`config.mk`:
```
export PLATFORM = sky130hd
export DESIGN_NAME = cpu_exec_unit
export DESIGN_NICKNAME = d
export VERILOG_FILES = /design/src/rtl/cpu_exec_unit.sv
export SDC_FILE = /design/constraint.sdc
export NUM_CORES = 1
export LEC_CHECK = 0
export ABC_AREA = 0
export CORE_ASPECT_RATIO = 0.7
export CORE_MARGIN = 3
export CORE_UTILIZATION = 30
export DETAILED_ROUTE_END_ITERATION = 7
export PLACE_DENSITY = 0.5
export SYNTH_ARGS = -nofsm -noshare
export SYNTH_HDL_FRONTEND = slang
export SYNTH_SLANG_ARGS = --single-unit
```
`constraint.sdc`:
```
create_clock -name clk -period 7.58 [get_ports clk]
set_input_delay 1.895 -clock clk [delete_from_list [all_inputs] [get_ports clk]]
set_output_delay 1.895 -clock clk [all_outputs]
set_load 0.01 [all_outputs]
```
`src/rtl/cpu_exec_unit.sv`:
```
// cpu_exec_unit: multi-cycle execution unit with an internal register file,
// a 74181-style ALU built from 4-bit slices, registered C/Z/N flags and a
// one-bit-per-cycle serial shifter.
//
// Ports:
//   clk, reset (async, active-low)
//   instr_valid/instr_ready   instruction handshake (ready only in IDLE)
//   instr_op/rd/ra/rb         opcode and register addresses
//   instr_use_imm/instr_imm   select immediate as operand B
//   done_valid/result/rd      one-cycle completion strobe with result
//   flag_c/flag_z/flag_n      registered flags
//   dbg_addr/dbg_data         combinational register-file read port
module cpu_exec_unit #(
    parameter int DATA_WIDTH = 16,
    parameter int NUM_REGS   = 8,
    localparam int ADDR_WIDTH  = $clog2(NUM_REGS),
    localparam int SHAMT_WIDTH = $clog2(DATA_WIDTH)
) (
    input  logic                  clk,
    input  logic                  reset,
    input  logic                  instr_valid,
    output logic                  instr_ready,
    input  logic [3:0]            instr_op,
    input  logic [ADDR_WIDTH-1:0] instr_rd,
    input  logic [ADDR_WIDTH-1:0] instr_ra,
    input  logic [ADDR_WIDTH-1:0] instr_rb,
    input  logic                  instr_use_imm,
    input  logic [DATA_WIDTH-1:0] instr_imm,
    output logic                  done_valid,
    output logic [DATA_WIDTH-1:0] done_result,
    output logic [ADDR_WIDTH-1:0] done_rd,
    output logic                  flag_c,
    output logic                  flag_z,
    output logic                  flag_n,
    input  logic [ADDR_WIDTH-1:0] dbg_addr,
    output logic [DATA_WIDTH-1:0] dbg_data
);

    localparam int NUM_SLICES = DATA_WIDTH / 4;

    localparam logic [3:0] OP_ADD = 4'h0;
    localparam logic [3:0] OP_ADC = 4'h1;
    localparam logic [3:0] OP_SUB = 4'h2;
    localparam logic [3:0] OP_SBC = 4'h3;
    localparam logic [3:0] OP_AND = 4'h4;
    localparam logic [3:0] OP_OR  = 4'h5;
    localparam logic [3:0] OP_XOR = 4'h6;
    localparam logic [3:0] OP_NOT = 4'h7;
    localparam logic [3:0] OP_INC = 4'h8;
    localparam logic [3:0] OP_DEC = 4'h9;
    localparam logic [3:0] OP_MOV = 4'hA;
    localparam logic [3:0] OP_CMP = 4'hB;
    localparam logic [3:0] OP_SHL = 4'hC;
    localparam logic [3:0] OP_SHR = 4'hD;

    typedef enum logic [1:0] {
        S_IDLE,
        S_EXEC,
        S_SHIFT,
        S_WB
    } state_t;

    state_t                  state_q, state_d;
    logic [DATA_WIDTH-1:0]   regs [NUM_REGS];
    logic [3:0]              op_q;
    logic [ADDR_WIDTH-1:0]   rd_q;
    logic [DATA_WIDTH-1:0]   a_q, b_q;
    logic [DATA_WIDTH-1:0]   result_q;
    logic                    c_res_q;
    logic                    c_upd_q;
    logic [SHAMT_WIDTH-1:0]  cnt_q;

    // ALU combinational signals
    logic [DATA_WIDTH-1:0]   alu_b;
    logic                    alu_cin;
    logic [DATA_WIDTH-1:0]   alu_sum;
    logic                    alu_cout;
    logic                    carry;
    logic [DATA_WIDTH-1:0]   exec_result;
    logic                    exec_c_upd;
    logic                    is_shift;
    logic [SHAMT_WIDTH-1:0]  shamt;
    logic                    wr_en;
    logic                    zn_upd;

    assign instr_ready = (state_q == S_IDLE) && reset;
    assign done_valid  = (state_q == S_WB);
    assign done_result = result_q;
    assign done_rd     = rd_q;
    assign dbg_data    = regs[dbg_addr];

    assign is_shift = (op_q == OP_SHL) || (op_q == OP_SHR);
    assign shamt    = b_q[SHAMT_WIDTH-1:0];
    assign wr_en    = (op_q <= OP_SHR) && (op_q != OP_CMP);
    assign zn_upd   = (op_q <= OP_SHR);

    // Every arithmetic op is an add: subtraction feeds ~B with carry-in,
    // INC/DEC feed a constant B; the carry ripples through 4-bit slices.
    always_comb begin
        alu_b      = b_q;
        alu_cin    = 1'b0;
        exec_c_upd = 1'b0;
        case (op_q)
            OP_ADD: begin
                exec_c_upd = 1'b1;
            end
            OP_ADC: begin
                alu_cin    = flag_c;
                exec_c_upd = 1'b1;
            end
            OP_SUB, OP_CMP: begin
                alu_b      = ~b_q;
                alu_cin    = 1'b1;
                exec_c_upd = 1'b1;
            end
            OP_SBC: begin
                alu_b      = ~b_q;
                alu_cin    = flag_c;
                exec_c_upd = 1'b1;
            end
            OP_INC: begin
                alu_b      = '0;
                alu_cin    = 1'b1;
                exec_c_upd = 1'b1;
            end
            OP_DEC: begin
                alu_b      = '1;
                alu_cin    = 1'b0;
                exec_c_upd = 1'b1;
            end
            default: begin
                alu_b   = b_q;
                alu_cin = 1'b0;
            end
        endcase

        carry   = alu_cin;
        alu_sum = '0;
        for (int unsigned s = 0; s < NUM_SLICES; s++) begin
            {carry, alu_sum[s*4 +: 4]} = {1'b0, a_q[s*4 +: 4]}
                                       + {1'b0, alu_b[s*4 +: 4]}
                                       + {4'b0, carry};
        end
        alu_cout = carry;

        case (op_q)
            OP_AND:         exec_result = a_q & b_q;
            OP_OR:          exec_result = a_q | b_q;
            OP_XOR:         exec_result = a_q ^ b_q;
            OP_NOT:         exec_result = ~a_q;
            OP_MOV:         exec_result = b_q;
            OP_SHL, OP_SHR: exec_result = a_q;
            OP_ADD, OP_ADC, OP_SUB, OP_SBC,
            OP_INC, OP_DEC, OP_CMP: exec_result = alu_sum;
            default:        exec_result = '0;
        endcase
    end

    always_comb begin
        state_d = state_q;
        case (state_q)
            S_IDLE:  if (instr_valid) state_d = S_EXEC;
            S_EXEC:  state_d = (is_shift && (shamt != '0)) ? S_SHIFT : S_WB;
            S_SHIFT: if (cnt_q == SHAMT_WIDTH'(1)) state_d = S_WB;
            S_WB:    state_d = S_IDLE;
            default: state_d = S_IDLE;
        endcase
    end

    always_ff @(posedge clk or negedge reset) begin
        if (!reset) begin
            state_q <= S_IDLE;
        end else begin
            state_q <= state_d;
        end
    end

    always_ff @(posedge clk or negedge reset) begin
        if (!reset) begin
            for (int unsigned i = 0; i < NUM_REGS; i++) begin
                regs[i] <= '0;
            end
            op_q     <= '0;
            rd_q     <= '0;
            a_q      <= '0;
            b_q      <= '0;
            result_q <= '0;
            c_res_q  <= 1'b0;
            c_upd_q  <= 1'b0;
            cnt_q    <= '0;
            flag_c   <= 1'b0;
            flag_z   <= 1'b0;
            flag_n   <= 1'b0;
        end else begin
            case (state_q)
                S_IDLE: begin
                    if (instr_valid) begin
                        op_q <= instr_op;
                        rd_q <= instr_rd;
                        a_q  <= regs[instr_ra];
                        b_q  <= instr_use_imm ? instr_imm : regs[instr_rb];
                    end
                end
                S_EXEC: begin
                    result_q <= exec_result;
                    c_res_q  <= alu_cout;
                    c_upd_q  <= is_shift ? (shamt != '0) : exec_c_upd;
                    cnt_q    <= shamt;
                end
                S_SHIFT: begin
                    // result_q doubles as the shift register; c_res_q ends
                    // holding the last bit shifted out.
                    if (op_q == OP_SHL) begin
                        {c_res_q, result_q} <= {result_q, 1'b0};
                    end else begin
                        {result_q, c_res_q} <= {1'b0, result_q};
                    end
                    cnt_q <= cnt_q - SHAMT_WIDTH'(1);
                end
                S_WB: begin
                    if (wr_en) begin
                        regs[rd_q] <= result_q;
                    end
                    if (zn_upd) begin
                        flag_z <= (result_q == '0);
                        flag_n <= result_q[DATA_WIDTH-1];
                    end
                    if (c_upd_q) begin
                        flag_c <= c_res_q;
                    end
                end
                default: begin
                    op_q <= op_q;
                end
            endcase
        end
    end

endmodule
```
== After elaboration in Yosys (flattened, before gate mapping) ==
Index checks and enable logic that the tools add are counted.
Operators by class
  order comparisons: 6
  mux-type cells: 27
  $add $sub $neg: 9
  reductions and logical operators: 20
  eq/ne operators: 20
  bitwise gates (word level): 9
Operators by type and width (count)
  $bmux W16 S3: 3
  $mux W16: 9
  $bwmux W128: 1
  $pmux W16 S7: 1
  $demux W16 S3: 1
  $pmux W16 S3: 1
  $not A16 Y16: 2
  $pmux W16 S2: 1
  $eq A4 B4 Y1 const B: 6
  $add A4 B4 Y5: 4
  $add A5 B1 Y5: 4
  $and A16 B16 Y16: 1
  $eq A4 B3 Y1 const B: 4
  $ge A4 B4 Y1 const B: 4
  $logic_not A16 Y1: 1
  $not A3 Y4: 4
  $or A16 B16 Y16: 1
  $xor A16 B16 Y16: 1
  $reduce_and A2 Y1: 5
  $eq A4 B1 Y1 const B: 2
  $eq A4 B2 Y1 const B: 2
  $pmux W2 S4: 1
  $pmux W4 S2: 1
  $reduce_or A7 Y1: 1
  18 further kinds: 30
Storage, ports and cells
  logic and storage cells: 111
  bits in registers: 194
  output and inout bits: 40
  input port bits: 36

== Logic depth before layout (Yosys ltp) ==
  depth after elaboration: 10
  gate-level depth with buffers: 25
  mapped depth without buffers: 23

== Worst setup path after synthesis ==
Ideal clock, no wire load.
  path type: reg2reg
  start: reg op_q[2]
  end: reg result_q[13], in the netlist done_result[13]
  stages on the path, launching flop included: 23
  library setup time: 0.065 ns
  period minus slack after synthesis: 6.475 ns
  arrival: 6.410 ns
  path buffers: 4
  slack: 1.105 ns
  required time: 7.515 ns
  cells stage by stage: dfrtp_1 -> buf_2 -> clkbuf_1 -> clkbuf_1 -> clkbuf_1 -> nor2_1 -> fa_1 -> fa_1 -> a21o_1 -> a21o_1 -> fa_1 -> fa_1 -> a21o_1 -> a21o_1 -> fa_1 -> fa_1 -> a21o_1 -> a21o_1 -> fa_1 -> inv_1 -> fa_1 -> a2111oi_0 -> a211o_1
Between the ends
  word-level cells in the longest chain between the ends: 10
  elaborated cells on any way between the ends: 32
  those cells by class: 8 x add/sub; 13 x eq/ne; 5 x mux; 6 x reduce/logical
Ends and longest elaborated chain
  start, declared: line 65  | logic [3:0] op_q;
  start signal, assigned: line 198  | op_q <= instr_op;
  start signal, assigned: line 233  | op_q <= op_q;
  $eq A4 B2 Y1 / $eq A4 B4 Y1 (equally long branches): line 103, 146
  $reduce_or A3 Y1 (no line)
  $pmux W16 S3: line 103  | case (op_q)
  $add A4 B4 Y5: line 141  | + {1'b0, alu_b[s*4 +: 4]}
  $add A5 B1 Y5 (4 in a row): line 142  | + {4'b0, carry};
  $pmux W16 S7: line 146  | case (op_q)
  $pmux W16 S2 (*): line 195  | case (state_q)
  end signal, assigned: line 205  | result_q <= exec_result;
  end signal, assigned: line 214  | {c_res_q, result_q} <= {result_q, 1'b0};
  end signal, assigned: line 216  | {result_q, c_res_q} <= {1'b0, result_q};
  end, declared: line 68  | logic [DATA_WIDTH-1:0] result_q;
Mark *: on every way between the ends. The rest lies on a longest branch, timed or not.
A chain may end at the register's enable or synchronous reset.

== Final worst setup path ==
  start: reg op_q[0]
  end: reg result_q[13], in the netlist done_result[13]
Same word-level chain as after synthesis.

==> out/summary.md <==
The total negative slack came out at 0 ps. The clock root buffer master was sky130_fd_sc_hd__clkbuf_16. Once layout is done, the placed cells without fillers occupy 15,050 um^2. Registers are responsible for 33.7% of the overall power. The worst register-to-register path ends at done_result[13].

Internal power comes to 3.596 mW. Data arrives at the worst endpoint at 7350 ps. Global routing used 18.35% of the available tracks.

For this run, the number of Yosys warnings is 0. Summing all multi-input logic gate instances after layout gives 7800 um^2. The logs give 36.66% for the share of synthesized area occupied by flip-flops and latches and 51.2% for the combinational share of power. Counting every sink on the clock net gives 194.

The area growth from synthesis to layout came out at 13.69%. The cell count of the worst reg-to-reg path was 21; the share of power burned in the clock network was 15.1%. Register-to-register path setup slack: 620 ps. In the post-synthesis netlist, the cell with the most instances is sky130_fd_sc_hd__dfrtp_1.

The net switching power is 2.744 mW, and the clock network latency to the later pin of the worst-skew pair is 450 ps. In this run the core area contains 63 standard-cell rows. In the final layout, the share of cells above drive strength 1 is 31.00%.

The via density per instance was 5.583; the number of nets in the finished design was 1,198. The run gives 76 as the I/O pin count. For the number of setup violations in the final report, the log shows 0. After clock tree synthesis, the clock-pin slew on the worst setup and hold paths is 80 ps. The power per cell area came out at 421.2 nW/um^2. In the routed design, unresolved DRC markers number 0.

The analysis attributes to cell leakage a power of 6.466 nW. The count of port buffers added during placement was 75; the net switching share of the total power was 43.28%. Summing all placed instances gives a cell area of 14,450 um^2. The number of enable-type register cells in the synthesized netlist is 0. The run gives 64,070 um as the global-route wire length before repair. Summed over all instances, the cell type with the most area after synthesis is sky130_fd_sc_hd__dfrtp_1. Count of final max-slew check failures: 0. The worst setup path is of the register to register kind. The buffer and inverter count on the worst path is 1, and the horizontal extent of the die is 257.1 um. The cell area after synthesis came out at 13,240 um^2. By count the netlist is led by sky130_fd_sc_hd__dfrtp_1, sky130_fd_sc_hd__mux2_2, sky130_fd_sc_hd__mux4_2. The startpoint identified for the worst hold timing path is c_upd_q. The critical path goes through nand3b_1 -> nand2b_1 -> nor2_1 -> o21ai_0 -> fa_1 -> fa_1 -> a21o_1 -> a21o_1 -> fa_1 -> fa_1 -> a21o_1 -> a21o_1 -> fa_1 -> fa_1 -> a21o_1 -> a21o_1 -> fa_1 -> inv_1 -> fa_1 -> a2111oi_0 -> a211o_1. The final number of hold-violating endpoints is 0, and the fraction of registers with async set or reset after synthesis is 100.0%.

The total global routing overflow was 0. The worst register-to-register path begins at op_q[0]. The number of stages on the worst hold path is 1. After technology mapping, the gate count stands at 1,084. Gates resized during post-CTS repair numbered 0. In this run, synthesis produced a sequential element count of 194.

The tools report the number of nets with antenna violations after routing as 0. The run finished with clean final reports. The number of global-route vias before repair is 9,495.

The minimum period implied by the final worst setup slack is 6963 ps, and the routability-driven placement congestion ratio is 0.9117. On the worst path, the slowest cell contributes a delay of 620 ps. The kind of cell adding the most delay to the critical path is adder cells. The routed design has 42,250 um of wire.

The number of standard cells in the layout, taps in and fillers out was 1,702. The hold buffer count at CTS came out at 0. Detailed routing inserted a total of 9,502 vias.

Overall power after layout: 6.340 mW. Setup repair after global routing left no endpoint under its margin. For the placeable core region, the log shows 42,960 um^2. The number of design-rule violations left by the first detailed-router iteration is 877. On the critical path, the stage with the largest delay is an instance of sky130_fd_sc_hd__dfrtp_1.

Sink of the worst hold path: c_upd_q. Dividing the detail-routed wire length by the instance count gives 24.82 um. TritonCTS built the clock tree. The H-tree was split into 4 levels. The type of the tightest min-delay check was register to register.

The floorplan step defined a die boundary enclosing 46,740 um^2. The most used flip-flop cell after synthesis is sky130_fd_sc_hd__dfrtp_1. Timing would allow up to 143.6 MHz. The largest net degree at the start of global routing was 76; the number of nets produced by synthesis was 1,179. Once detailed placement completed, the half-perimeter wirelength came to 29,160 um. The number of antenna violations at the first check in global routing was 1; the period utilization was 91.86%. The distinct cell type count after synthesis was 70. Counting tap cells, the placed design contains a total of 1,669 instances. The first-pass detailed-route iteration total is 7, and the flip-flop and latch area is 4857 um^2.

The kind of start point of the critical path was a register. Once the floorplan was initialized, standard cells occupied 30.82% of the core. In this run, CTS created clock tree buffers numbering 17. After filler insertion, the fill cell instance count of the layout stands at 4,212. Portion of synthesized cell area occupied by the leading cell type: 36.66%. In this run the mean area of a mapped cell was 12.22 um^2. The maximum buffer depth of the clock tree is 2. For the pin with the worst max-slew slack, the measured transition is 1191 ps. The most numerous cell type found on the critical path is sky130_fd_sc_hd__fa_1.

Across the VDD grid, the largest voltage drop is 0.2013 mV. Measured along the y axis, the die boundary spans 181.8 um. For the final database, setup skew stands at 13.40 ps.

Once the clock tree was built, the setup fixing pass inserted 0 buffers. At the worst endpoint, the required time is 7970 ps. Max-cap violations in this run came to 0. For this run, the share of the core covered by cells in the final layout is 35.04%. STA classifies the critical path endpoint as a register. By area the synthesized netlist is led by sky130_fd_sc_hd__dfrtp_1, sky130_fd_sc_hd__mux4_2, sky130_fd_sc_hd__mux2_2, sky130_fd_sc_hd__ha_1, sky130_fd_sc_hd__mux2i_1. The worst slew margin relative to its limit was 20.62%. The critical-path maximum fanout was 13.
layout make-up:
| class | instances | share of cell area, % |
|---|---|---|
| well taps | 585 | 4.862 |
| inverters | 42 | 1.047 |
| flip-flops and latches | 194 | 32.26 |
| clock inverters | 12 | 0.9890 |
| diodes | 1 | 0.01662 |
| clock buffers | 20 | 3.034 |
| multi-input cells | 749 | 51.81 |
| repair buffers | 99 | 5.976 |
metal layers:
layer | share of wire [%] | GRT usage, % | vias to the layer above
met4 | 1.4 | 4.237 | 0
li1 | - | - | 4160
met1 | 49 | 28.26 | 4972
met5 | 0 | 0 | -
met3 | 6.5 | 3.332 | 31
met2 | 43 | 26.48 | 339
logic make-up after synthesis:
| kind of cell | Yosys count | synth area share [%] |
|---|---|---|
| XOR/XNOR | 4 | 0.2646 |
| multiplexers | 329 | 35.84 |
| AND/OR/NAND/NOR | 169 | 7.049 |
| AO/OA/AOI/OAI | 188 | 9.506 |
| buffers and inverters | 141 | 4.649 |
| adder cells (fa/ha/maj) | 59 | 6.028 |
| flip-flops | 194 | 36.66 |
worst max-delay path by stage:
stage	startpoint	end	depth (start not counted)
2_1_floorplan	op_q[2]	done_result[13]	22
3_3_place_gp	op_q[0]	done_result[13]	21
3_5_place_dp	op_q[0]	done_result[13]	21
4_1_cts	op_q[0]	done_result[13]	21
5_1_grt	op_q[0]	done_result[13]	21
6_report	op_q[0]	done_result[13]	21
cell usage in the layout (no fill, tap or decap), types with 6 or more instances in the layout:
cell type                           n
sky130_fd_sc_hd__nor2b_1           11
sky130_fd_sc_hd__a21o_1            11
sky130_fd_sc_hd__clkdlybuf4s50_1   67
sky130_fd_sc_hd__nand3_1           10
sky130_fd_sc_hd__a2bb2oi_1          9
sky130_fd_sc_hd__mux4_2            96
sky130_fd_sc_hd__mux2_4            10
sky130_fd_sc_hd__o21ai_0           52
sky130_fd_sc_hd__mux2i_1           62
sky130_fd_sc_hd__clkbuf_16         17
sky130_fd_sc_hd__nor2_1            25
sky130_fd_sc_hd__o22a_1            13
sky130_fd_sc_hd__o22ai_1            6
sky130_fd_sc_hd__inv_1             41
sky130_fd_sc_hd__a211oi_1           7
sky130_fd_sc_hd__mux2_2           161
sky130_fd_sc_hd__dfrtp_1          192
sky130_fd_sc_hd__buf_2              7
sky130_fd_sc_hd__o211ai_1          13
sky130_fd_sc_hd__nand3b_1           6
sky130_fd_sc_hd__nand2_1           59
sky130_fd_sc_hd__nand2b_1           6
sky130_fd_sc_hd__ha_1              51
sky130_fd_sc_hd__a21oi_1           37
sky130_fd_sc_hd__fa_1               8
sky130_fd_sc_hd__buf_4             24
flip-flops by register name (all words and copies together) (netlist names), 2 cells and up:
signal,cells
b_q,16
done_rd,3
done_result,16
a_q,16
state_q,2
op_q,4
cnt_q,4
regs,128
metrics by stage:
step | worst slack, ps | hold WS (ps)
4_1_cts | 715.2 | 507.5
6_report | 616.8 | 506.8
2_1_floorplan | 1105 | 449.8
3_3_place_gp | 917.3 | 484.9
3_5_place_dp | 767.5 | 490.6
5_1_grt | 271.9 | 531.8
power groups by stage:
stage / Clock [mW] / Combinational [mW] / Sequential [mW]
4_1_cts: 0.977 / 3.23 / 2.12
6_report: 0.958 / 3.25 / 2.14
3_3_place_gp: 0 / 3.19 / 2.13
2_1_floorplan: 0 / 2.37 / 1.81
3_5_place_dp: 0 / 3.21 / 2.14
5_1_grt: 1.02 / 3.54 / 2.21
No activity file was read; power rests on OpenSTA's default activity.
